File: src/rtl/sent_rx_frame_decoder.sv
`default_nettype none
// ============================================================================
// Module   : sent_rx_frame_decoder
// Purpose  : SENT receive-side frame decoder. It measures the time between
//            falling edges of the SENT line in oversampled ticks and locks on
//            the sync pulse. It then decodes the status nibble, DATA_NIBBLES
//            data nibbles and the CRC nibble, and reports each complete frame
//            with a one-cycle strobe.
// Option   : SENT_RX_CRC_CHECK_EN -- when defined, the received CRC is checked
//            against the computed CRC. A mismatch raises crc_err_o instead of
//            frame_valid_o. When undefined, no CRC logic is built and
//            crc_err_o is tied to 0.
// Ports    : clk_rx        receiver clock
//            reset_rx      synchronous active-high reset
//            ticks_i       oversample strobe, OVS strobes per nominal tick
//            sent_rx_i     asynchronous SENT line
//            frame_valid_o 1-clk strobe: frame complete (CRC good if checked)
//            status_o      status nibble of last frame
//            data_o        data nibbles, first received in MS nibble
//            crc_o         received CRC nibble
//            crc_err_o     1-clk strobe: CRC mismatch
//            pulse_err_o   1-clk strobe: bad nibble or timeout inside a frame
//            busy_o        high while decoding STATUS/DATA/CRC
// Revision : 1.0 initial release
// ============================================================================
module sent_rx_frame_decoder #(
   parameter int DATA_NIBBLES = 6,
   parameter int OVS_LOG2     = 3,
   parameter int SYNC_TOL     = 45,
   parameter int CNT_W        = 13
) (
   input  logic                      clk_rx,
   input  logic                      reset_rx,
   input  logic                      ticks_i,
   input  logic                      sent_rx_i,
   output logic                      frame_valid_o,
   output logic [3:0]                status_o,
   output logic [4*DATA_NIBBLES-1:0] data_o,
   output logic [3:0]                crc_o,
   output logic                      crc_err_o,
   output logic                      pulse_err_o,
   output logic                      busy_o
);

   localparam int              c_OVS      = 1 << OVS_LOG2;
   localparam logic [CNT_W:0]  c_SYNC_MIN = (CNT_W+1)'(56*c_OVS - SYNC_TOL);
   localparam logic [CNT_W:0]  c_SYNC_MAX = (CNT_W+1)'(56*c_OVS + SYNC_TOL);
   localparam logic [CNT_W:0]  c_HALF     = (CNT_W+1)'(c_OVS/2);
   localparam logic [CNT_W-1:0] c_CNT_MAX = '1;
   localparam logic [2:0]      c_LAST_IDX = 3'(DATA_NIBBLES-1);
   localparam logic [3:0]      c_CRC_SEED = 4'b0101;

   typedef enum logic [2:0] {
      S_IDLE      = 3'd0,
      S_WAIT_SYNC = 3'd1,
      S_STATUS    = 3'd2,
      S_DATA      = 3'd3,
      S_CRC       = 3'd4
   } state_t;

   state_t              r_state;
   logic                r_sync1, r_sync2, r_hist;
   logic [CNT_W-1:0]    r_cnt;
   logic [2:0]          r_idx;
   logic [3:0]          r_status;
   logic [3:0]          r_crc_rx;
   logic                r_pend;
   logic [3:0]          r_nib [DATA_NIBBLES];

   logic                w_fall;
   logic                w_sat;
   logic [CNT_W:0]      w_meas;
   logic [CNT_W:0]      w_t;
   logic                w_nib_ok;
   logic                w_sync_ok;
   logic [3:0]          w_nib;
   logic [4*DATA_NIBBLES-1:0] w_data;

`ifdef SENT_RX_CRC_CHECK_EN
   logic [3:0]          r_crc;

   // One nibble through the x^4+x^3+x^2+1 CRC, MSB first.
   function automatic logic [3:0] f_crc_nib(input logic [3:0] crc, input logic [3:0] d);
      logic [3:0] c;
      logic       fb;
      c = crc;
      for (int b = 3; b >= 0; b--) begin
         fb = c[3] ^ d[b];
         c  = {c[2:0], 1'b0} ^ (fb ? 4'hD : 4'h0);
      end
      return c;
   endfunction
`endif

   assign w_fall    = r_hist & ~r_sync2;
   assign w_sat     = (r_cnt == c_CNT_MAX);
   // A tick in the same cycle as the fall still belongs to the interval.
   assign w_meas    = {1'b0, r_cnt} + {{CNT_W{1'b0}}, ticks_i};
   assign w_t       = (w_meas + c_HALF) >> OVS_LOG2;
   assign w_nib_ok  = (w_t >= (CNT_W+1)'(12)) && (w_t <= (CNT_W+1)'(27));
   // t is 12..27 whenever this is used, so the low 4 bits minus 12 give t-12.
   assign w_nib     = w_t[3:0] - 4'd12;
   assign w_sync_ok = (w_meas >= c_SYNC_MIN) && (w_meas <= c_SYNC_MAX);
   assign busy_o    = (r_state == S_STATUS) || (r_state == S_DATA) || (r_state == S_CRC);

   always_comb begin
      w_data = '0;
      for (int i = 0; i < DATA_NIBBLES; i++) begin
         w_data[4*(DATA_NIBBLES-1-i) +: 4] = r_nib[i];
      end
   end

   always_ff @(posedge clk_rx) begin
      if (reset_rx) begin
         r_state       <= S_IDLE;
         r_sync1       <= 1'b1;
         r_sync2       <= 1'b1;
         r_hist        <= 1'b1;
         r_cnt         <= '0;
         r_idx         <= '0;
         r_status      <= '0;
         r_crc_rx      <= '0;
         r_pend        <= 1'b0;
         frame_valid_o <= 1'b0;
         crc_err_o     <= 1'b0;
         pulse_err_o   <= 1'b0;
         status_o      <= '0;
         data_o        <= '0;
         crc_o         <= '0;
         for (int i = 0; i < DATA_NIBBLES; i++) begin
            r_nib[i] <= '0;
         end
`ifdef SENT_RX_CRC_CHECK_EN
         r_crc         <= '0;
`endif
      end else begin
         r_sync1       <= sent_rx_i;
         r_sync2       <= r_sync1;
         r_hist        <= r_sync2;
         frame_valid_o <= 1'b0;
         crc_err_o     <= 1'b0;
         pulse_err_o   <= 1'b0;
         r_pend        <= 1'b0;

         if ((r_state == S_IDLE) || w_fall) begin
            r_cnt <= '0;
         end else if (ticks_i && !w_sat) begin
            r_cnt <= r_cnt + 1'b1;
         end

         // Results are published one clock after the fall ending the CRC.
         if (r_pend) begin
            status_o <= r_status;
            data_o   <= w_data;
            crc_o    <= r_crc_rx;
`ifdef SENT_RX_CRC_CHECK_EN
            if (r_crc_rx == r_crc) begin
               frame_valid_o <= 1'b1;
            end else begin
               crc_err_o <= 1'b1;
            end
`else
            frame_valid_o <= 1'b1;
`endif
         end

         case (r_state)
            S_IDLE: begin
               if (w_fall) begin
                  r_state <= S_WAIT_SYNC;
               end
            end
            S_WAIT_SYNC: begin
               if (w_fall && w_sync_ok) begin
                  r_state <= S_STATUS;
               end
            end
            S_STATUS: begin
               if (w_fall) begin
                  if (w_nib_ok) begin
                     r_status <= w_nib;
                     r_idx    <= '0;
`ifdef SENT_RX_CRC_CHECK_EN
                     r_crc    <= c_CRC_SEED;
`endif
                     r_state  <= S_DATA;
                  end else begin
                     pulse_err_o <= 1'b1;
                     r_state     <= S_WAIT_SYNC;
                  end
               end else if (w_sat) begin
                  pulse_err_o <= 1'b1;
                  r_state     <= S_IDLE;
               end
            end
            S_DATA: begin
               if (w_fall) begin
                  if (w_nib_ok) begin
                     r_nib[r_idx] <= w_nib;
                     r_idx        <= r_idx + 3'd1;
`ifdef SENT_RX_CRC_CHECK_EN
                     // The last data nibble is followed by one augmenting zero nibble.
                     if (r_idx == c_LAST_IDX) begin
                        r_crc <= f_crc_nib(f_crc_nib(r_crc, w_nib), 4'h0);
                     end else begin
                        r_crc <= f_crc_nib(r_crc, w_nib);
                     end
`endif
                     if (r_idx == c_LAST_IDX) begin
                        r_state <= S_CRC;
                     end
                  end else begin
                     pulse_err_o <= 1'b1;
                     r_state     <= S_WAIT_SYNC;
                  end
               end else if (w_sat) begin
                  pulse_err_o <= 1'b1;
                  r_state     <= S_IDLE;
               end
            end
            S_CRC: begin
               if (w_fall) begin
                  r_state <= S_WAIT_SYNC;
                  if (w_nib_ok) begin
                     r_crc_rx <= w_nib;
                     r_pend   <= 1'b1;
                  end else begin
                     pulse_err_o <= 1'b1;
                  end
               end else if (w_sat) begin
                  pulse_err_o <= 1'b1;
                  r_state     <= S_IDLE;
               end
            end
            default: begin
               r_state <= S_IDLE;
            end
         endcase
      end
   end

endmodule
`default_nettype wire
File: config.mk
export PLATFORM = sky130hd
export DESIGN_NAME = sent_rx_frame_decoder
export DESIGN_NICKNAME = d
export VERILOG_FILES = /design/src/rtl/sent_rx_frame_decoder.sv
export SDC_FILE = /design/constraint.sdc
export NUM_CORES = 1
export LEC_CHECK = 0
export CORE_MARGIN = 5
export CORE_UTILIZATION = 60
export CTS_BUF_LIST = sky130_fd_sc_hd__clkbuf_4
export DETAILED_ROUTE_END_ITERATION = 12
export MAX_ROUTING_LAYER = met4
export PLACE_DENSITY = 0.93
export SLEW_MARGIN = 20
export SYNTH_ARGS = -nofsm -noshare
export SYNTH_HDL_FRONTEND = slang
export SYNTH_SLANG_ARGS = --single-unit
File: constraint.sdc
create_clock -name clk_rx -period 8.5 [get_ports clk_rx]
set_input_delay 2.125 -clock clk_rx [delete_from_list [all_inputs] [get_ports clk_rx]]
set_output_delay 2.125 -clock clk_rx [all_outputs]
set_load 0.02 [all_outputs]
# After elaboration in Yosys (flattened, before gate mapping)
# Memory sizes are Yosys's and may differ from the RTL's. A register that Yosys moved wholly into a read port is not among the register bits.
# Cells that the tools add are included.
# word_totals
regBits	41
ramBits	24
input_bits	4
output_inout_bits	36
wordCells	88
n_memories	1
# classes
addsub	5
order_cmp	4
eq_ne	13
n_mux	29
n_bitwise	4
n_reduce_logical	19
# mem_list
memory	depth	width	read_ports	rd_clocked_by_memory_dff	wr	line	rtl
r_nib	6	4	6	6	6	68	logic [3:0] r_nib [DATA_NIBBLES];
# op_table
cell	count
3-bit two-way mux	13
3-bit one-hot mux with 5 select lines	1
13-bit by 1-bit adder with 14-bit output	1
14-bit by 3-bit adder with 14-bit output (second input constant)	1
14-bit by 9-bit >= comparator with 1-bit output (second input constant)	1
14-bit by 9-bit <= comparator with 1-bit output (second input constant)	1
13-bit by 1-bit adder with 13-bit output (second input constant)	1
13-bit equality test (second input constant)	1
1-bit two-way mux	12
2-bit != test (second input constant)	6
11-bit by 4-bit >= comparator with 1-bit output (second input constant)	1
11-bit by 5-bit <= comparator with 1-bit output (second input constant)	1
3-bit AND reduction	3
3-bit by 2-bit equality test with 1-bit output (second input constant)	2
3-bit equality test (second input constant)	2
3-bit one-hot mux with 2 select lines	1
2-bit OR reduction	3
5-bit AND reduction	1
1-bit logical AND	4
4-bit two-way mux	1
4-bit by 3-bit != test with 1-bit output (second input constant)	1
4-bit OR reduction	1
4-bit subtractor (second input constant)	1
3-bit by 1-bit adder with 3-bit output (second input constant)	1
other kinds (9)	13

# Longest topological paths before layout
# logic_depth
depth_word	11
ltp_mapped	15
depth_no_buf	14

# Worst setup path before layout
# Ideal clock, no wire load.
# synth_timing
path_type	input to register
start	input ticks_i
end	memory r_nib[1][0], enable pin
setup_ps	373
arrival_time_ps	4942
required_ps	8127
setup_slack_ps	3185
stages	14
path_buffers	0
path_cell_list	ha_1 > ha_1 > xor2_1 > ha_1 > nand2b_1 > mux2i_1 > a21oi_1 > a21oi_1 > ha_1 > o211ai_1 > a21oi_1 > o311a_1 > nand3_1 > o31ai_1
# synth_rtl
item	line	rtl
start, declared	34	input logic ticks_i,
end, declared	68	

==> impl_metrics.json <==
{
  "clkLatencyLatePin_ns": 0.44,
  "cts_tree": "done",
  "grt_pass1_vias": 3495,
  "p_per_area_mw_per_mm2": 148,
  "rsz0062_at_grt": "no",
  "timing.setup.tns_ns": 0,
  "fp.dieH_um": 96.4,
  "synth_enable_flop_cells": 24,
  "clk_pin_slew_ns": 0.14,
  "dr.pass1.iters": 4,
  "dpl_cell_area_mm2": 0.00482,
  "synth_compound_area_frac": 0.129,
  "drv_cap": 0,
  "fill_cells": 554,
  "crit_type": "primary input to register",
  "cp.arrival_ns": 6.47,
  "synth_area_mm2": 0.00448,
  "slew_headroom": 0.343,
  "status": "complete, no violations",
  "startpoint_type": "primary input",
  "postRouteAntennaNets": 0,
  "synth_fa_ha_area_frac": 0.0279,
  "ctsHoldBuffers": 0,
  "vias": 3663,
  "maxSlewViolCount": 0,
  "start_util": 0.618,
  "syn_to_final_growth_pct": 11.3,
  "gp_congestion": 0.923,
  "yosysWarnings": 0,
  "numCtsBuffers": 9,
  "avgSynthCellArea_um2": 9.49,
  "cts_setup_buffers": 0,
  "max_freq_mhz": 156,
  "clkSinkCount": 89,
  "grt_pass1_wl_um": 16600,
  "ys_types": 68,
  "tightest_slew_ns": 0.986,
  "cts_root_buffer": "clkbuf_4",
  "grt_use_total": 0.233,
  "io-pin-count": 40,
  "hold_viol": 0,
  "dieArea_mm2": 0.00929,
  "syn_inst": 472,
  "hold_path_class": "register to register",
  "clock_path_buffers": 2,
  "cp-end-kind": "register",
  "worstPathMaxFanout": 12,
  "grt_overflow_total": 0,
  "ys_ff_latch": 89,
  "required_ns": 8.58,
  "drt-vias-per-instance": 6.22,
  "wire_per_inst_um": 16.6,
  "setup_viol": 0,
  "grt_max_degree": 54,
  "seq_area_frac_synth": 0.451,
  "ir_drop_uv": 96.5,
  "drc_errors": 0,
  "antenna_found_initial": 0,
  "finalClockSkew_ns": 0.0220,
  "synth_async_sr_flop_share": 0,
  "syn_nets": 486,
  "muxShareOfSynthArea": 0.0830,
  "drtIter0Drc": 252,
  "finalInstanceArea_mm2": 0.00498,
  "period_needed_ns": 6.39,
  "synth_simple_gate_area_frac": 0.222,
  "core-area_mm2": 0.00725,
  "synthFlopType": "dfxtp_1",
  "wirelength_um": 9780,
  "nets": 499,
  "diodes": 0,
  "synth_top_family_by_area": "simple AND/OR/NAND/NOR gates",
  "drive_gt1_frac": 0.0776,
  "synth_xor_area_frac": 0.0385,
  "p_leak_nw": 1.58,
  "dp_hpwl_um": 6850,
  "period_share": 0.752,
  "cts.repair.resized": 0,
  "portBuffers": 38,
  "h-tree-depth": 3,
  "die-width_um": 96.4,
  "rows": 31
}
-- power by group --
| part | total, mW | leakage (nW) | switching (mW) | internal [mW] |
|---|---|---|---|---|
| Sequential | 0.445 | 0.752 | 0.00363 | 0.441 |
| Combinational | 0.0182 | 0.736 | 0.0130 | 0.00522 |
| Clock | 0.275 | 0.0936 | 0.150 | 0.125 |
-- registers in the layout, summed over array words and instances, names as in the netlist --
| register | flops |
|---|---|
| r_cnt | 13 |
| frame_valid_o | 1 |
| status_o | 4 |
| r_idx | 3 |
| r_status | 4 |
| crc_o | 4 |
| r_sync1 | 1 |
| r_pend | 1 |
| r_state | 3 |
| r_sync2 | 1 |
| r_crc_rx | 4 |
| pulse_err_o | 1 |
| data_o | 24 |
| r_nib | 24 |
| r_hist | 1 |
-- worst max-delay path: stages --
cell and delay [ns]:
clkdlybuf4s50_1 0.48, ha_1 0.27, nand4_1 0.39, or3_4 0.50, nand2_1 0.18, nor2_1 0.06
nor2_1 0.56, ha_1 0.27, nand3_1 0.07, o31ai_1 0.11, and2_1 0.44, nand3_1 0.31
o31ai_1 0.70
-- kinds of logic (layout without fill, tap and decap cells) --
kind of cell,count (synthesis),after routing
xor gates and xnor gates,18,18
buffers and inverters,48,66
AOI/OAI and AO/OA,76,76
adders and majority gates,10,10
other,1,1
and+or+nand+nor,193,193
DFF,89,89
muxes,37,37
-- metal layers --
layer	share of wire	global-route usage
met2	0.50	0.380
met3	0.071	0.0395
met4	0.027	0.0981
met5	0	-
met1	0.40	0.286
-- synthesized netlist by cell type (3+ instances only) --
cell | n | area (um^2)
nand2_1 | 29 | 109
or3_1 | 3 | 18.8
o21ai_0 | 10 | 50.1
or2_2 | 3 | 18.8
o31ai_1 | 7 | 52.6
buf_2 | 9 | 45.0
and4_1 | 4 | 35.0
nand3_1 | 12 | 60.1
ha_1 | 10 | 125
nor4_1 | 9 | 56.3
a311oi_1 | 3 | 26.3
a211oi_1 | 3 | 22.5
clkbuf_1 | 21 | 78.8
xnor2_1 | 10 | 87.6
a21oi_1 | 14 | 70.1
and2_1 | 6 | 37.5
nor2b_1 | 6 | 37.5
dfxtp_1 | 65 | 1300
buf_4 | 5 | 37.5
nand4_1 | 13 | 81.3
inv_1 | 10 | 37.5
nand2b_1 | 5 | 31.3
mux2i_1 | 36 | 360
nor2_1 | 65 | 244
edfxtp_1 | 24 | 721
nor3_1 | 18 | 90.1
o211ai_1 | 3 | 22.5
a31oi_1 | 7 | 43.8
xor2_1 | 6 | 52.6
and3_1 | 7 | 43.8
-- cell usage in the layout (no fill, tap or decap), types with 4 or more instances in the layout --
cell	Yosys	final
o21ai_0	10	10
nor2b_1	6	6
xnor2_1	10	10
inv_1	10	10
and2_1	6	6
dfxtp_1	65	64
a21oi_1	14	14
and4_1	4	4
nor2_1	65	65
nand2_1	29	29
mux2i_1	36	36
ha_1	10	10
a31oi_1	7	7
o31ai_1	7	7
edfxtp_1	24	24
nand3_1	12	12
xor2_1	6	6
and3_1	7	7
nand4_1	13	13
clkbuf_4	0	10
nand2b_1	5	5
nor4_1	9	9
nor3_1	18	18
clkdlybuf4s50_1	0	37
-- layout make-up --
cell class	count	area [um^2]	area share
Multi-Input combinational cell	335	2240	0.450
Sequential cell	89	2020	0.406
Clock buffer	10	75.1	0.0151
Tap cell	99	124	0.0249
Clock inverter	6	90.1	0.0181
Timing Repair Buffer	39	383	0.0768
Inverter	11	43.8	0.00879
-- final timing paths --
| check | from | end | slack (ns) | depth (start not counted) |
|---|---|---|---|---|
| worst max-delay path | ticks_i | r_nib[1][1]$_SDFFCE_PN0P_ | 2.11 | 13 |
| worst min-delay path | r_sync1$_SDFF_PP1_ | r_sync2$_SDFF_PP1_ | 0.45 | 1 |
| worst max register to register | r_cnt[0]$_SDFFE_PP0P_ | r_nib[1][1]$_SDFFCE_PN0P_ | 3.83 | 12 |
| worst min register to register | r_sync1$_SDFF_PP1_ | r_sync2$_SDFF_PP1_ | 0.45 | 1 |
-- stage by stage --
step / hold WS (ns) / power [mW] / util / instances / worst slack (ns)
final: 0.448 / 0.738 / 0.687 / 589 / 2.11
after global routing: 0.456 / 0.763 / 0.687 / 589 / 1.78
after CTS: 0.452 / 0.739 / 0.687 / 589 / 2.18
after detailed placement: 0.416 / 0.472 / 0.664 / 573 / 1.80
after global placement: 0.402 / 0.471 / 0.664 / 573 / 2.01
after floorplan: 0.389 / 0.467 / - / 472 / 3.19
Power figures use the tool's default switching activity.
